<file path="src/rtl/cmp_pkg.sv">
// Shared types for the bit-serial magnitude comparator.
// FSM state encoding and the per-digit compare result.
package cmp_pkg;

  typedef enum logic [1:0] {
    IDLE,
    RUN,
    DONE
  } cmp_state_t;

  typedef struct packed {
    logic gt;
    logic lt;
  } cmp_res_t;

endpackage

</file>
<file path="src/rtl/digit_cmp2.sv">
// Combinational unsigned compare of one 2-bit digit pair.
// Reused every cycle on the top digit of the operand shifters.
module digit_cmp2 (
  input  logic [1:0] x,
  input  logic [1:0] y,
  output logic       gt,
  output logic       lt
);

  assign gt = (x > y);
  assign lt = (x < y);

endmodule

</file>
<file path="src/rtl/serial_compare_fsm.sv">
// MSB-first bit-serial magnitude comparator, one 2-bit digit per clock.
// Stops at the first differing digit; holds the result until the next start.
module serial_compare_fsm
  import cmp_pkg::*;
#(
  parameter  int WIDTH  = 8,
  localparam int DIGITS = WIDTH / 2,
  localparam int CW     = $clog2(DIGITS + 1)
) (
  input  logic             clk,
  input  logic             rst_n,
  input  logic             start,
  output logic             ready,
  input  logic [WIDTH-1:0] a,
  input  logic [WIDTH-1:0] b,
  output logic             done,
  output logic             greater,
  output logic             less,
  output logic [CW-1:0]    digits
);

  cmp_state_t       state_q, state_d;
  logic [WIDTH-1:0] sa_q, sa_d;
  logic [WIDTH-1:0] sb_q, sb_d;
  logic [CW-1:0]    cnt_q, cnt_d;
  logic [CW-1:0]    digits_q, digits_d;
  cmp_res_t         res_q, res_d;
  cmp_res_t         dres;

  digit_cmp2 u_dcmp (
    .x  (sa_q[WIDTH-1 -: 2]),
    .y  (sb_q[WIDTH-1 -: 2]),
    .gt (dres.gt),
    .lt (dres.lt)
  );

  always_comb begin
    state_d  = state_q;
    sa_d     = sa_q;
    sb_d     = sb_q;
    cnt_d    = cnt_q;
    res_d    = res_q;
    digits_d = digits_q;
    unique case (state_q)
      IDLE: begin
        if (start) begin
          sa_d     = a;
          sb_d     = b;
          cnt_d    = '0;
          res_d    = '0;
          digits_d = '0;
          state_d  = RUN;
        end
      end
      RUN: begin
        if (dres.gt || dres.lt) begin
          res_d    = dres;
          digits_d = cnt_q + CW'(1);
          state_d  = DONE;
        end else if (cnt_q == CW'(DIGITS - 1)) begin
          res_d    = '0;
          digits_d = CW'(DIGITS);
          state_d  = DONE;
        end else begin
          sa_d  = sa_q << 2;
          sb_d  = sb_q << 2;
          cnt_d = cnt_q + CW'(1);
        end
      end
      DONE: begin
        state_d = IDLE;
      end
      default: begin
        state_d = IDLE;
      end
    endcase
  end

  always_ff @(posedge clk or negedge rst_n) begin
    if (!rst_n) begin
      state_q  <= IDLE;
      sa_q     <= '0;
      sb_q     <= '0;
      cnt_q    <= '0;
      res_q    <= '0;
      digits_q <= '0;
    end else begin
      state_q  <= state_d;
      sa_q     <= sa_d;
      sb_q     <= sb_d;
      cnt_q    <= cnt_d;
      res_q    <= res_d;
      digits_q <= digits_d;
    end
  end

  assign ready   = (state_q == IDLE);
  assign done    = (state_q == DONE);
  assign greater = res_q.gt;
  assign less    = res_q.lt;
  assign digits  = digits_q;

endmodule
</file>
<file path="config.mk">
export PLATFORM = sky130hd
export DESIGN_NAME = serial_compare_fsm
export DESIGN_NICKNAME = d
export VERILOG_FILES = /design/src/rtl/cmp_pkg.sv /design/src/rtl/digit_cmp2.sv /design/src/rtl/serial_compare_fsm.sv
export SDC_FILE = /design/constraint.sdc
export NUM_CORES = 1
export LEC_CHECK = 0
export BUFFER_PORTS_ARGS = -buffer_cell sky130_fd_sc_hd__buf_2
export CORE_UTILIZATION = 54
export CTS_CLUSTER_DIAMETER = 120
export CTS_CLUSTER_SIZE = 12
export DETAILED_ROUTE_END_ITERATION = 8
export GPL_TIMING_DRIVEN = 0
export PLACE_DENSITY = 0.85
export SYNTH_ARGS = -nofsm -noshare
export SYNTH_HDL_FRONTEND = slang
export SYNTH_HIERARCHICAL = 1
export SYNTH_SLANG_ARGS = --single-unit
</file>
<file path="constraint.sdc">
create_clock -name clk -period 3.07 [get_ports clk]
set_clock_uncertainty 0.15 [all_clocks]
set_input_delay 0.614 -clock clk [delete_from_list [all_inputs] [get_ports clk]]
set_output_delay 0.614 -clock clk [all_outputs]
set_load 0.005 [all_outputs]
</file>
==> insert_results.sql, run 1 <==
INSERT INTO impl_metrics (metric_group, metric, value, unit) VALUES
('run_status', 'outcome', 'complete, no violations', ''),
('setup_path', 'worst_ep_arrival_time', '2.64', 'ns'),
('detailed_routing', 'first_iter_violations', '12', ''),
('setup_path', 'critical_path.startpoint', 'sb_q[7]', ''),
('setup_path', 'r2r_start', 'sb_q[7]', ''),
('timing', 'setup_violations', '0', ''),
('cells_and_area', 'drive_above_1_share', '0.460', ''),
('global_route', 'grt.total_usage', '0.223', ''),
('die', 'die_w', '53.0', 'um'),
('global_route', 'pin_count_of_the_biggest_net_entering_global_routing', '27', ''),
('global_route', 'first_global_vias', '980', ''),
('place', 'buffer_ports.inserted', '25', ''),
('cts', 'hold_fix_buffers_at_cts', '0', ''),
('pwr', 'p_per_area', '1130', 'mW/mm^2'),
('global_route', 'globalRoute.totalOverflow', '0', ''),
('yosys', 'ys_warn_count', '6', ''),
('global_route', 'global_route.usage.met3', '0.0546', ''),
('setup_path', 'worstPathCellList', 'inv_1 -> ha_1 -> nor2b_4 -> a2bb2oi_2 -> or4b_4 -> a21oi_4 -> buf_12 -> mux2_4', ''),
('setup_path', 'setup.worst_path.start_class', 'register', ''),
('global_route', 'gr-max-usage-layer', 'met2', ''),
('cells_and_area', 'final_cell_count_no_fill', '169', ''),
('cells_and_area', 'finalNetCount', '163', ''),
('cts', 'cts_resized', '0', ''),
('worst_hold_path', 'timing.hold.worst.class', 'in2async', ''),
('detailed_routing', 'ant_nets', '0', ''),
('timing', 'finalHoldWorstSlack', '0.113', 'ns'),
('global_route', 'antenna_found_initial', '0', ''),
('setup_path', 'critPathMaxStageDelay', '0.57', 'ns'),
('cells_and_area', 'diode_count', '0', ''),
('setup_path', 'path_max_fanout', '10', ''),
('setup_path', 'worstSetupEndpointType', 'register', ''),
('die', 'die_height', '53.0', 'um'),
('detailed_routing', 'detailed_route_via_count', '974', ''),
('yosys', 'synthesis.nets', '133', ''),
('cts', 'cts-htree-levels', '1', ''),
('flow_run', 'max-cap-violations', '0', ''),
('cells_and_area', 'multi_input_logic_area', '696', 'um^2'),
('yosys', 'ys_ff_latch', '26', ''),
('yosys', 'share_of_the_yosys_chip_area_belonging_to_registers', '0.463', ''),
('detailed_routing', 'post-route-drc-count', '0', ''),
('cells_and_area', 'filler_cell_count', '201', ''),
('cts', 'clkSlewWorstSetupHoldPaths', '0.14', 'ns'),
('cts', 'cts.root.buffer_cell', 'sky130_fd_sc_hd__clkbuf_4', ''),
('global_route', 'grt_pass1_wl', '4400', 'um'),
('cells_and_area', 'register_area', '651', 'um^2'),
('yosys', 'netlist-cell-type-count', '31', ''),
('cts', 'cts_tree', 'built', ''),
('global_route', 'globalRouteMet1Util', '0.270', ''),
('timing', 'timing_max_transition_violations_final', '0', ''),
('timing', 'fin_tns_setup', '0', 'ns'),
('cells_and_area', 'area_growth', '15.3', '%'),
('place', 'hpwlAfterDp', '1960', 'um'),
('setup_path', 'setup.worst_path.class', 'reg2reg', ''),
('detailed_routing', 'finalWirelength', '2590', 'um'),
('timing', 'worstMarginPinSlew', '0.569', 'ns'),
('yosys', 'postSynthAreaPerCell', '12.8', 'um^2'),
('die', 'core_area', '0.00248', 'mm^2'),
('cts', 'post_cts_setup_driven_buffer_insertion_count', '0', ''),
('die', 'core.rowCount', '18', ''),
('setup_path', 'highest_delay_cell_along_the_critical_path', 'sky130_fd_sc_hd__or4b_4', ''),
('detailed_routing', 'drt-vias-per-instance', '5.76', ''),
('pwr', 'vdd_ir_drop_max', '0.775', 'mV'),
('die', 'io_pins', '26', ''),
('timing', 'timing.fmax', '390', 'MHz'),
('die', 'full_die_area', '0.00281', 'mm^2'),
('setup_path', 'cp_top_family', 'simple AND/OR/NAND/NOR gates', ''),
('global_route', 'grt.met2_usage', '0.384', ''),
('cts', 'cts.sinks', '26', ''),
('place', 'gp_routability_congestion', '0.776', ''),
('yosys', 'post_synth_inst_count', '110', ''),
('timing', 'relSlewSlack', '0.621', '');
## worst register-to-register path, delay by kind of cell (launching register included)
kind / cells / cell delay [ns]
AND/OR/NAND/NOR: 2 / 0.71
flip-flops: 1 / 0.38
AO/OA/AOI/OAI: 2 / 0.37
adder cells (fa/ha/maj): 1 / 0.31
multiplexers: 1 / 0.30
buffers and inverters: 2 / 0.23
## layer usage
metal | wire length [um] | part of all wire
met5 | 0 | 0
met2 | 1360 | 0.52
met1 | 1120 | 0.43
met4 | 31 | 0.012
met3 | 76 | 0.029
## where the power goes
| group | switching (mW) | internal (mW) |
|---|---|---|
| registers | 0.100 | 0.494 |
| clock network | 0.103 | 0.132 |
| logic | 0.438 | 0.565 |
| total | 0.641 | 1.19 |
## state kept, by name (all words and copies together), names as in the netlist
name	count
state_q	2
greater	1
cnt_q	3
sa_q	8
digits	3
sb_q	8
less	1
## final timing paths
| path | cells past startpoint | endpoint | slack, ns |
|---|---|---|---|
| hold / removal | 1 | sa_q[5] | 0.11 |
| setup reg to reg | 8 | sa_q[2] | 0.50 |
| hold reg to reg | 1 | digits[1] | 0.37 |
| setup / recovery | 8 | sa_q[2] | 0.50 |
| max in group asynchronous | 1 | sa_q[3] | 2.28 |
| min in group clk | 1 | digits[1] | 0.37 |
## cell type report
| type | count | area share |
|---|---|---|
| Clock buffer | 3 | 0.0139 |
| Timing Repair Buffer | 25 | 0.0773 |
| Tap cell | 30 | 0.0232 |
| Multi-Input combinational cell | 76 | 0.430 |
| Inverter | 4 | 0.00927 |
| Clock inverter | 1 | 0.0185 |
| Sequential cell | 26 | 0.402 |
| Buffer | 4 | 0.0263 |
## cells in the final DEF, fill, tap and decap left out, types with 3 or more instances in the layout
master | synthesis | final
sky130_fd_sc_hd__buf_2 | 0 | 25
sky130_fd_sc_hd__o2bb2ai_1 | 5 | 5
sky130_fd_sc_hd__nor2_1 | 3 | 3
sky130_fd_sc_hd__clkbuf_4 | 0 | 3
sky130_fd_sc_hd__nand3_1 | 3 | 3
sky130_fd_sc_hd__ha_1 | 4 | 4
sky130_fd_sc_hd__nor2b_1 | 7 | 7
sky130_fd_sc_hd__mux2_2 | 16 | 16
sky130_fd_sc_hd__mux2_4 | 9 | 9
sky130_fd_sc_hd__nand2_1 | 5 | 5
sky130_fd_sc_hd__inv_1 | 4 | 4
sky130_fd_sc_hd__dfrtp_1 | 26 | 26
sky130_fd_sc_hd__a21oi_1 | 5 | 5
sky130_fd_sc_hd__nand2b_1 | 3 | 3
## stage by stage
step / total power [mW] / instance area (um^2) / utilization / worst slack [ns]
global route: 1.96 / 1620 / 0.654 / 0.438
global placement: 1.56 / 1570 / 0.632 / 0.573
CTS: 1.85 / 1620 / 0.654 / 0.503
floorplan: 1.40 / 1400 / - / 0.662
finish: 1.83 / 1620 / 0.654 / 0.505
detailed placement: 1.62 / 1570 / 0.632 / 0.530
## kinds of logic after synthesis
kind of cell | after synthesis | synth area share
AOI/OAI and AO/OA | 20 | 0.120
adders and majority gates | 4 | 0.0357
DFF | 26 | 0.463
muxes | 25 | 0.225
and+or+nand+nor | 27 | 0.115
buffers and inverters | 8 | 0.0410
## synthesized netlist by cell type
| cell type | count | share of area |
|---|---|---|
| sky130_fd_sc_hd__a2bb2oi_2 | 1 | 0.011 |
| sky130_fd_sc_hd__nor2_1 | 3 | 0.0080 |
| sky130_fd_sc_hd__buf_6 | 1 | 0.0080 |
| sky130_fd_sc_hd__a21o_1 | 1 | 0.0053 |
| sky130_fd_sc_hd__buf_4 | 1 | 0.0053 |
| sky130_fd_sc_hd__or3_2 | 1 | 0.0053 |
| sky130_fd_sc_hd__nor2b_4 | 1 | 0.0098 |
| sky130_fd_sc_hd__o311ai_0 | 2 | 0.012 |
| sky130_fd_sc_hd__or2_2 | 1 | 0.0045 |
| sky130_fd_sc_hd__o2bb2ai_1 | 5 | 0.031 |
| sky130_fd_sc_hd__a21oi_4 | 1 | 0.012 |
| sky130_fd_sc_hd__o211ai_1 | 1 | 0.0053 |
| sky130_fd_sc_hd__or2b_1 | 1 | 0.0053 |
| sky130_fd_sc_hd__o21bai_1 | 1 | 0.0053 |
| sky130_fd_sc_hd__a32o_1 | 1 | 0.0071 |
| sky130_fd_sc_hd__inv_1 | 4 | 0.011 |
| sky130_fd_sc_hd__nand3_1 | 3 | 0.011 |
| sky130_fd_sc_hd__nand2b_1 | 3 | 0.013 |
| sky130_fd_sc_hd__nor3_1 | 1 | 0.0036 |
| sky130_fd_sc_hd__clkbuf_1 | 1 | 0.0027 |
| sky130_fd_sc_hd__mux2_4 | 9 | 0.096 |
| sky130_fd_sc_hd__ha_1 | 4 | 0.036 |
| sky130_fd_sc_hd__nor2b_1 | 7 | 0.031 |
| sky130_fd_sc_hd__buf_12 | 1 | 0.014 |
| sky130_fd_sc_hd__a21oi_1 | 5 | 0.018 |
| sky130_fd_sc_hd__mux2_2 | 16 | 0.13 |
| sky130_fd_sc_hd__dfrtp_1 | 26 | 0.46 |
| sky130_fd_sc_hd__or4b_4 | 1 | 0.0098 |
| sky130_fd_sc_hd__a22o_2 | 1 | 0.0071 |
| sky130_fd_sc_hd__nand2_1 | 5 | 0.013 |
| sky130_fd_sc_hd__a22o_1 | 1 | 0.0062 |
Note: power is estimated with default switching activity, not from simulation.
==> inputs of run 2 (changes only) <==
ABC_AREA = 1   (was not set)
clock period = 2.4 ns   (was 3.07 ns; I/O delays follow)
==> run 2 against run 1 <==
  * The run now ends with hold timing left
  * Cell area shrank 0.93%
  * Area after synthesis grew 1.1%
  * Cell count grew 43%
  * Clock power shrank 26%
  * Global-route usage grew 0.60 points
  * Largest power group unchanged
  * Highest routed layer unchanged
==> insert_results.sql, run 2 <==
INSERT INTO impl_metrics (metric_group, metric, value, unit) VALUES
('cells_and_area', 'finalNetCount', '236', ''),
('place', 'gp_routability_congestion', '0.789', ''),
('cts', 'hold_fix_buffers_at_cts', '0', ''),
('timing', 'report.final.hold_viol_count', '17', ''),
('place', 'buffer_ports.inserted', '25', ''),
('setup_path', 'worstRegToRegCells', '10', ''),
('yosys', 'netlist_area', '0.00142', 'mm^2'),
('setup_path', 'setup.worst_path.start_class', 'register', ''),
('global_route', 'pin_count_of_the_biggest_net_entering_global_routing', '27', ''),
('die', 'core.rowCount', '18', ''),
('global_route', 'first_global_vias', '1111', ''),
('detailed_routing', 'first_iter_violations', '27', ''),
('setup_path', 'rr_endpoint', 'sa_q[0]', ''),
('yosys', 'yosys.cell_count.top_type', 'sky130_fd_sc_hd__nand2_1', ''),
('global_route', 'grt.total_usage', '0.229', ''),
('setup_path', 'reg2reg_setup_slack', '0.61', 'ns'),
('timing', 'fin_tns_setup', '0', 'ns'),
('cts', 'cts.sinks', '26', ''),
('setup_path', 'critPathMaxStageDelay', '0.46', 'ns'),
('timing', 'grt_setup_unrepaired', 'false', ''),
('setup_path', 'r2r_start', 'sb_q[7]', ''),
('pwr', 'power.leakage', '0.942', 'nW'),
('timing', 'worstMarginPinSlew', '0.569', 'ns'),
('die', 'core_area', '0.00248', 'mm^2'),
('worst_hold_path', 'timing.hold.worst.class', 'in2async', ''),
('timing', 'finalHoldWorstSlack', '-0.0105', 'ns'),
('yosys', 'ys_dominant_reg_cell', 'sky130_fd_sc_hd__dfrtp_1', ''),
('setup_path', 'worst_ep_arrival_time', '1.32', 'ns'),
('setup_path', 'critical_path.most_common_cell', 'sky130_fd_sc_hd__buf_2', ''),
('cells_and_area', 'most-common-layout-cells', '69 x sky130_fd_sc_hd__nand2_1, 44 x sky130_fd_sc_hd__nand3_1, 28 x sky130_fd_sc_hd__buf_2', ''),
('yosys', 'netlist-cell-type-count', '18', ''),
('detailed_routing', 'route.detailed.wl_per_inst', '11.3', 'um'),
('cts', 'maximum_clock_insertion_buffer_count', '2', ''),
('timing', 'relSlewSlack', '0.621', ''),
('cts', 'cts_resized', '0', ''),
('yosys', 'ys_ff_latch', '26', ''),
('cells_and_area', 'reg.largest.list', 'sa_q x8, sb_q x8', ''),
('run_status', 'violations', 'hold timing', ''),
('global_route', 'antenna_found_initial', '0', ''),
('yosys', 'number_of_flops_mapped_to_enable_cells_by_yosys', '0', ''),
('yosys', 'synth.largest_area_cell', 'sky130_fd_sc_hd__dfrtp_1', ''),
('pwr', 'p_per_area', '1410', 'mW/mm^2'),
('global_route', 'globalRoute.totalOverflow', '0', ''),
('cells_and_area', 'diode_count', '0', ''),
('detailed_routing', 'ant_nets', '0', ''),
('yosys', 'post_synth_inst_count', '183', ''),
('setup_path', 'worstSetupEndpointType', 'output port', ''),
('yosys', 'synth.top_cells.by_count', '69 x sky130_fd_sc_hd__nand2_1, 44 x sky130_fd_sc_hd__nand3_1, 26 x sky130_fd_sc_hd__dfrtp_1', ''),
('flow_run', 'max-cap-violations', '0', ''),
('setup_path', 'worstPathCellList', 'inv_2 -> buf_2 -> nor2_1 -> buf_2', ''),
('place', 'detailed_place.area', '0.00158', 'mm^2'),
('cts', 'cts-htree-levels', '1', ''),
('timing', 'timing_max_transition_violations_final', '0', ''),
('cells_and_area', 'finished_core_util', '0.647', ''),
('yosys', 'cell_types_occupying_the_most_area_after_synthesis', 'sky130_fd_sc_hd__dfrtp_1 46%, sky130_fd_sc_hd__nand2_1 18%, sky130_fd_sc_hd__nand3_1 16%', ''),
('cells_and_area', 'area_growth', '13.1', '%'),
('yosys', 'ys_warn_count', '6', ''),
('global_route', 'grt_pass1_wl', '4620', 'um'),
('cells_and_area', 'fin_area', '0.00160', 'mm^2'),
('cts', 'cts_tree', 'built', ''),
('timing', 'layout_worst_path_cycle_share', '0.812', ''),
('timing', 'timing.fmax', '513', 'MHz'),
('cts', 'clkSlewWorstSetupHoldPaths', '0.13', 'ns'),
('cts', 'cts-buffers-inserted', '3', ''),
('detailed_routing', 'drt-vias-per-instance', '5.12', ''),
('detailed_routing', '1st_pass_router_iterations', '4', ''),
('place', 'placed_cells', '238', ''),
('cts', 'clock_insertion_delay_worst_skew', '0.31', 'ns'),
('detailed_routing', 'detailed_route_via_count', '1235', ''),
('pwr', 'vdd_ir_drop_max', '1.11', 'mV'),
('run_status', 'outcome', 'finished with violations', ''),
('setup_path', 'setup.worst_path.class', 'reg2out', ''),
('die', 'io_pins', '26', ''),
('yosys', 'asyncSetResetFlopFracSynth', '1.00', ''),
('setup_path', 'worst-path-buf-inv', '3', ''),
('detailed_routing', 'finalWirelength', '2730', 'um'),
('timing', 'setup_violations', '0', ''),
('place', 'place_worst_setup_slack', '0.597', 'ns'),
('setup_path', 'path_max_fanout', '10', ''),
('cts', 'post_cts_setup_driven_buffer_insertion_count', '0', ''),
('yosys', 'yosys_top_cell_area_share', '0.459', ''),
('cells_and_area', 'final_cell_count_no_fill', '241', ''),
('cts', 'cts.root.buffer_cell', 'sky130_fd_sc_hd__clkbuf_4', ''),
('die', 'die_height', '53.3', 'um'),
('die', 'die_w', '53.3', 'um'),
('setup_path', 'cp_top_family', 'buffers and inverters', ''),
('die', 'floorplan.initialDensity', '0.573', ''),
('setup_path', 'worst_ep_required_time', '1.77', 'ns'),
('cells_and_area', 'drive_above_1_share', '0.232', ''),
('detailed_routing', 'post-route-drc-count', '0', ''),
('setup_path', 'highest_delay_cell_along_the_critical_path', 'sky130_fd_sc_hd__dfrtp_1', ''),
('place', 'hpwlAfterDp', '2010', 'um'),
('yosys', 'postSynthAreaPerCell', '7.75', 'um^2'),
('yosys', 'synthesis.nets', '206', ''),
('cells_and_area', 'layout_commonest_cell', 'sky130_fd_sc_hd__nand2_1', ''),
('timing', 'setup_slack', '0.450', 'ns'),
('yosys', 'share_of_the_yosys_chip_area_belonging_to_registers', '0.459', ''),
('timing', 'final.min_clock_period', '1.95', 'ns'),
('die', 'full_die_area', '0.00284', 'mm^2'),
('setup_path', 'critical_path.startpoint', 'state_q[1]', '');
==> run 2: worst max-delay path by stage <==
stage | endpoint | slack (ns) | depth (start not counted)
finish | done | 0.45 | 4
global route | done | 0.37 | 4
CTS | done | 0.44 | 4
detailed placement | sa_q[0] | 0.60 | 10
global placement | cnt_q[2] | 0.65 | 10
floorplan | sa_q[2] | 0.76 | 11
==> run 2: power breakdown <==
group | internal, mW | total [mW] | switching [mW]
registers | 0.642 | 0.747 | 0.104
logic | 0.522 | 1.35 | 0.824
clock network | 0.0587 | 0.175 | 0.117
==> run 2: worst register-to-register path: stages, from the launching register on <==
cell and delay (ns):
sky130_fd_sc_hd__dfrtp_1 0.37, sky130_fd_sc_hd__inv_1 0.05, sky130_fd_sc_hd__ha_1 0.31, sky130_fd_sc_hd__nand2_1 0.09, sky130_fd_sc_hd__a21oi_2 0.06, sky130_fd_sc_hd__nor2_1 0.17
sky130_fd_sc_hd__nand2_1 0.09, sky130_fd_sc_hd__nand2_2 0.13, sky130_fd_sc_hd__nand2_2 0.14, sky130_fd_sc_hd__nand2_1 0.09, sky130_fd_sc_hd__nand2_1 0.05
==> run 2: final cells by class <==
| class | instances | area [um^2] |
|---|---|---|
| fill | 239 | 873 |
| sequential | 26 | 651 |
| multi-input combinational | 133 | 633 |
| timing repair buffer | 25 | 125 |
| tap | 30 | 37.5 |
| inverter | 15 | 56.3 |
| buffer | 9 | 78.8 |
| clock buffer | 3 | 22.5 |
==> run 2: stage by stage <==
step	power (mW)	hold slack, ns
after floorplan	1.80	0.0344
after global placement	2.07	0.304
after detailed placement	2.11	0.310
after CTS	2.28	0.00391
after global routing	2.52	0.0307
final	2.27	-0.0105
==> run 2: per-layer routing <==
| metal | wire, um | global-route usage |
|---|---|---|
| met2 | 1350 | 0.379 |
| met4 | 35 | 0.0658 |
| met5 | 0 | 0 |
| met1 | 1250 | 0.305 |
| met3 | 90 | 0.0374 |
==> run 2: cells by family (layout without fill, tap and decap cells) <==
kind of cell,Yosys count,after routing,share of synthesized area
flops,26,26,0.459
simple gates,125,125,0.392
fa+ha+maj,4,4,0.0353
compound gates,4,4,0.0194
buf+inv,24,52,0.0952
==> inputs of run 3 (changes only) <==
ABC_AREA = 0   (was 1)
CORE_UTILIZATION = 49   (was 54)
PLACE_DENSITY = 0.82   (was 0.85)
clock period = 1.6 ns   (was 2.4 ns; I/O delays follow)
==> run 3 against run 2 <==
  * The run ends with setup timing left
  * Worst hold slack improved by 0.14 ns
  * Register-to-register slack got worse by 1.5 ns
  * Worst setup slack got worse by 1.4 ns
  * Critical endpoint is now sa_q[7]
==> insert_results.sql, run 3 (synthesis results as in run 1) <==
INSERT INTO impl_metrics (metric_group, metric, value, unit) VALUES
('setup_path', 'critPathMaxStageDelay', '0.50', 'ns'),
('detailed_routing', '1st_pass_router_iterations', '4', ''),
('cells_and_area', 'filler_cell_count', '188', ''),
('die', 'core_area', '0.00273', 'mm^2'),
('die', 'die_w', '55.5', 'um'),
('die', 'io_pins', '26', ''),
('pwr', 'p_per_area', '2480', 'mW/mm^2'),
('timing', 'report.final.hold_viol_count', '0', ''),
('cells_and_area', 'area_growth', '34.1', '%'),
('timing', 'setup_violations', '28', ''),
('run_status', 'violations', 'setup timing', ''),
('timing', 'timing.fmax', '399', 'MHz'),
('detailed_routing', 'detailed_route_via_count', '1047', ''),
('place', 'buffer_ports.inserted', '25', ''),
('setup_path', 'worst_ep_arrival_time', '2.59', 'ns'),
('flow_run', 'max-cap-violations', '0', ''),
('timing', 'final.min_clock_period', '2.51', 'ns'),
('die', 'die_height', '55.5', 'um'),
('pwr', 'seq_power_share', '0.250', ''),
('setup_path', 'worstPathCellList', 'ha_4 -> nor2b_4 -> nor2_4 -> or4b_4 -> a21oi_4 -> buf_6 -> mux2_4', ''),
('timing', 'relSlewSlack', '0.603', ''),
('detailed_routing', 'finalWirelength', '3490', 'um'),
('timing', 'worstMarginPinSlew', '0.596', 'ns'),
('pwr', 'p_int', '2.96', 'mW'),
('cts', 'cts-buffers-inserted', '3', ''),
('cells_and_area', 'diode_count', '0', ''),
('cells_and_area', 'finalNetCount', '178', ''),
('place', 'gp_routability_congestion', '0.775', ''),
('timing', 'layout_worst_path_cycle_share', '1.57', ''),
('cells_and_area', 'reg.largest.list', 'sa_q x8, sb_q x8', ''),
('detailed_routing', 'ant_nets', '0', ''),
('pwr', 'vdd_ir_drop_max', '1.58', 'mV'),
('global_route', 'grt_pass1_wl', '5640', 'um'),
('cells_and_area', 'finished_core_util', '0.689', ''),
('pwr', 'p_clk_frac', '0.100', ''),
('setup_path', 'setup.worst_path.class', 'reg2reg', ''),
('global_route', 'grt.total_usage', '0.237', ''),
('place', 'detailed_place.area', '0.00157', 'mm^2'),
('pwr', 'switching_power', '1.72', 'mW'),
('cts', 'cts-htree-levels', '1', ''),
('pwr', 'power.combinational.fraction', '0.650', ''),
('setup_path', 'path_max_fanout', '5', ''),
('place', 'placed_cells', '166', ''),
('cells_and_area', 'drive_above_1_share', '0.578', ''),
('place', 'place_worst_setup_slack', '-0.933', 'ns'),
('global_route', 'globalRoute.totalOverflow', '0', ''),
('die', 'core.rowCount', '19', ''),
('setup_path', 'reg2reg_setup_slack', '-0.91', 'ns'),
('cells_and_area', 'layout_commonest_cell', 'sky130_fd_sc_hd__dfrtp_1', ''),
('timing', 'setup_slack', '-0.908', 'ns'),
('global_route', 'pin_count_of_the_biggest_net_entering_global_routing', '27', ''),
('die', 'floorplan.initialDensity', '0.514', ''),
('pwr', 'power.leakage', '0.884', 'nW'),
('die', 'full_die_area', '0.00308', 'mm^2'),
('global_route', 'antenna_found_initial', '0', ''),
('detailed_routing', 'route.detailed.wl_per_inst', '18.9', 'um'),
('setup_path', 'worstSetupEndpointType', 'register', ''),
('cts', 'cts_tree', 'built', ''),
('cells_and_area', 'final_cell_count_no_fill', '185', ''),
('setup_path', 'worst_ep_required_time', '1.68', 'ns'),
('place', 'hpwlAfterDp', '2020', 'um'),
('cts', 'maximum_clock_insertion_buffer_count', '2', ''),
('cts', 'clock_insertion_delay_worst_skew', '0.33', 'ns'),
('cts', 'cts.root.buffer_cell', 'sky130_fd_sc_hd__clkbuf_4', ''),
('pwr', 'switching_share', '0.367', ''),
('cells_and_area', 'fin_area', '0.00188', 'mm^2'),
('cts', 'cts.sinks', '26', ''),
('cells_and_area', 'most-common-layout-cells', '26 x sky130_fd_sc_hd__dfrtp_1, 25 x sky130_fd_sc_hd__buf_2, 13 x sky130_fd_sc_hd__mux2_4', ''),
('detailed_routing', 'first_iter_violations', '27', ''),
('timing', 'fin_tns_setup', '-19.09', 'ns'),
('timing', 'grt_setup_unrepaired', 'true', ''),
('global_route', 'first_global_vias', '1142', ''),
('run_status', 'outcome', 'finished with violations', ''),
('setup_path', 'highest_delay_cell_along_the_critical_path', 'sky130_fd_sc_hd__or4b_4', ''),
('cts', 'clkSlewWorstSetupHoldPaths', '0.16', 'ns'),
('detailed_routing', 'post-route-drc-count', '0', ''),
('detailed_routing', 'drt-vias-per-instance', '5.66', ''),
('timing', 'timing_max_transition_violations_final', '0', ''),
('worst_hold_path', 'timing.hold.worst.class', 'in2reg', ''),
('setup_path', 'setup.worst_path.start_class', 'register', '');
run 3: cell count changes in the layout (fill, tap and decap cells not counted), sizes merged, moves of 3 or more:
| cell | before | now |
|---|---|---|
| nand2 | 73 | 5 |
| nand3 | 45 | 3 |
| mux2 | 0 | 25 |
| inv | 15 | 4 |
| buf | 34 | 42 |
| nor2b | 0 | 8 |
| o2bb2ai | 0 | 5 |
| nor2 | 7 | 3 |
| a21oi | 3 | 6 |
| nand2b | 0 | 3 |
run 3: power groups by stage:
| stage | clock network, mW | logic, mW | registers [mW] |
|---|---|---|---|
| floorplan | 0 | 1.60 | 1.09 |
| global placement | 0 | 1.87 | 1.13 |
| detailed placement | 0 | 1.97 | 1.15 |
| CTS | 0.463 | 2.81 | 1.14 |
| global route | 0.496 | 3.20 | 1.20 |
| finish | 0.468 | 3.04 | 1.17 |
run 3: cell type report:
cell class / instances / area [um^2] / share of cell area
clock buffer: 3 / 22.5 / 0.0120
clock inverter: 1 / 30.0 / 0.0159
inverter: 4 / 15.0 / 0.00797
timing repair buffer: 41 / 267 / 0.142
buffer: 3 / 51.3 / 0.0272
tap: 31 / 38.8 / 0.0206
multi-input combinational: 76 / 808 / 0.429
sequential: 26 / 651 / 0.346
run 3: what timing repair did:
| action | 4_1_cts | 5_1_grt |
|---|---|---|
| hold buffers | 1 | 0 |
| endpoints found under the setup margin | 28 | 28 |
| resized for setup | 22 | 12 |
| endpoints found under the hold margin | 26 | 0 |
| gates cloned | 1 | 0 |
| pin swaps | 6 | 7 |
| buffers inserted | 15 | 5 |
run 3: worst max-delay path: cells and delay by family, from the launching register on:
family	cells	cell delay [ns]
and+or+nand+nor	3	0.79
DFF	1	0.46
muxes	1	0.31
AOI/OAI and AO/OA	1	0.22
buffers and inverters	1	0.17
adders and majority gates	1	0.30
run 3: worst paths after layout:
check / startpoint / end / depth (start not counted)
setup / recovery: sa_q[7] / sa_q[7] / 7
hold / removal: a[0] / sa_q[0] / 3
setup reg to reg: sa_q[7] / sa_q[7] / 7
hold reg to reg: digits[1] / digits[1] / 1
max in group asynchronous: rst_n / cnt_q[1] / 2
min in group asynchronous: rst_n / cnt_q[0] / 2
run 3: stage by stage:
step                      total power [mW]  hold WS, ns
after floorplan                       2.69       -0.126
after CTS                             4.42        0.132
final                                 4.67        0.128
after detailed placement              3.12        0.206
after global routing                  4.90        0.125
after global placement                3.01        0.197
run 3: metal layers:
layer	track usage	wire [um]	vias up
met3	0.0211	130	2
met2	0.432	1860	39
li1	-	-	482
met5	0	0	-
met1	0.300	1490	524
met4	0.0643	10	0
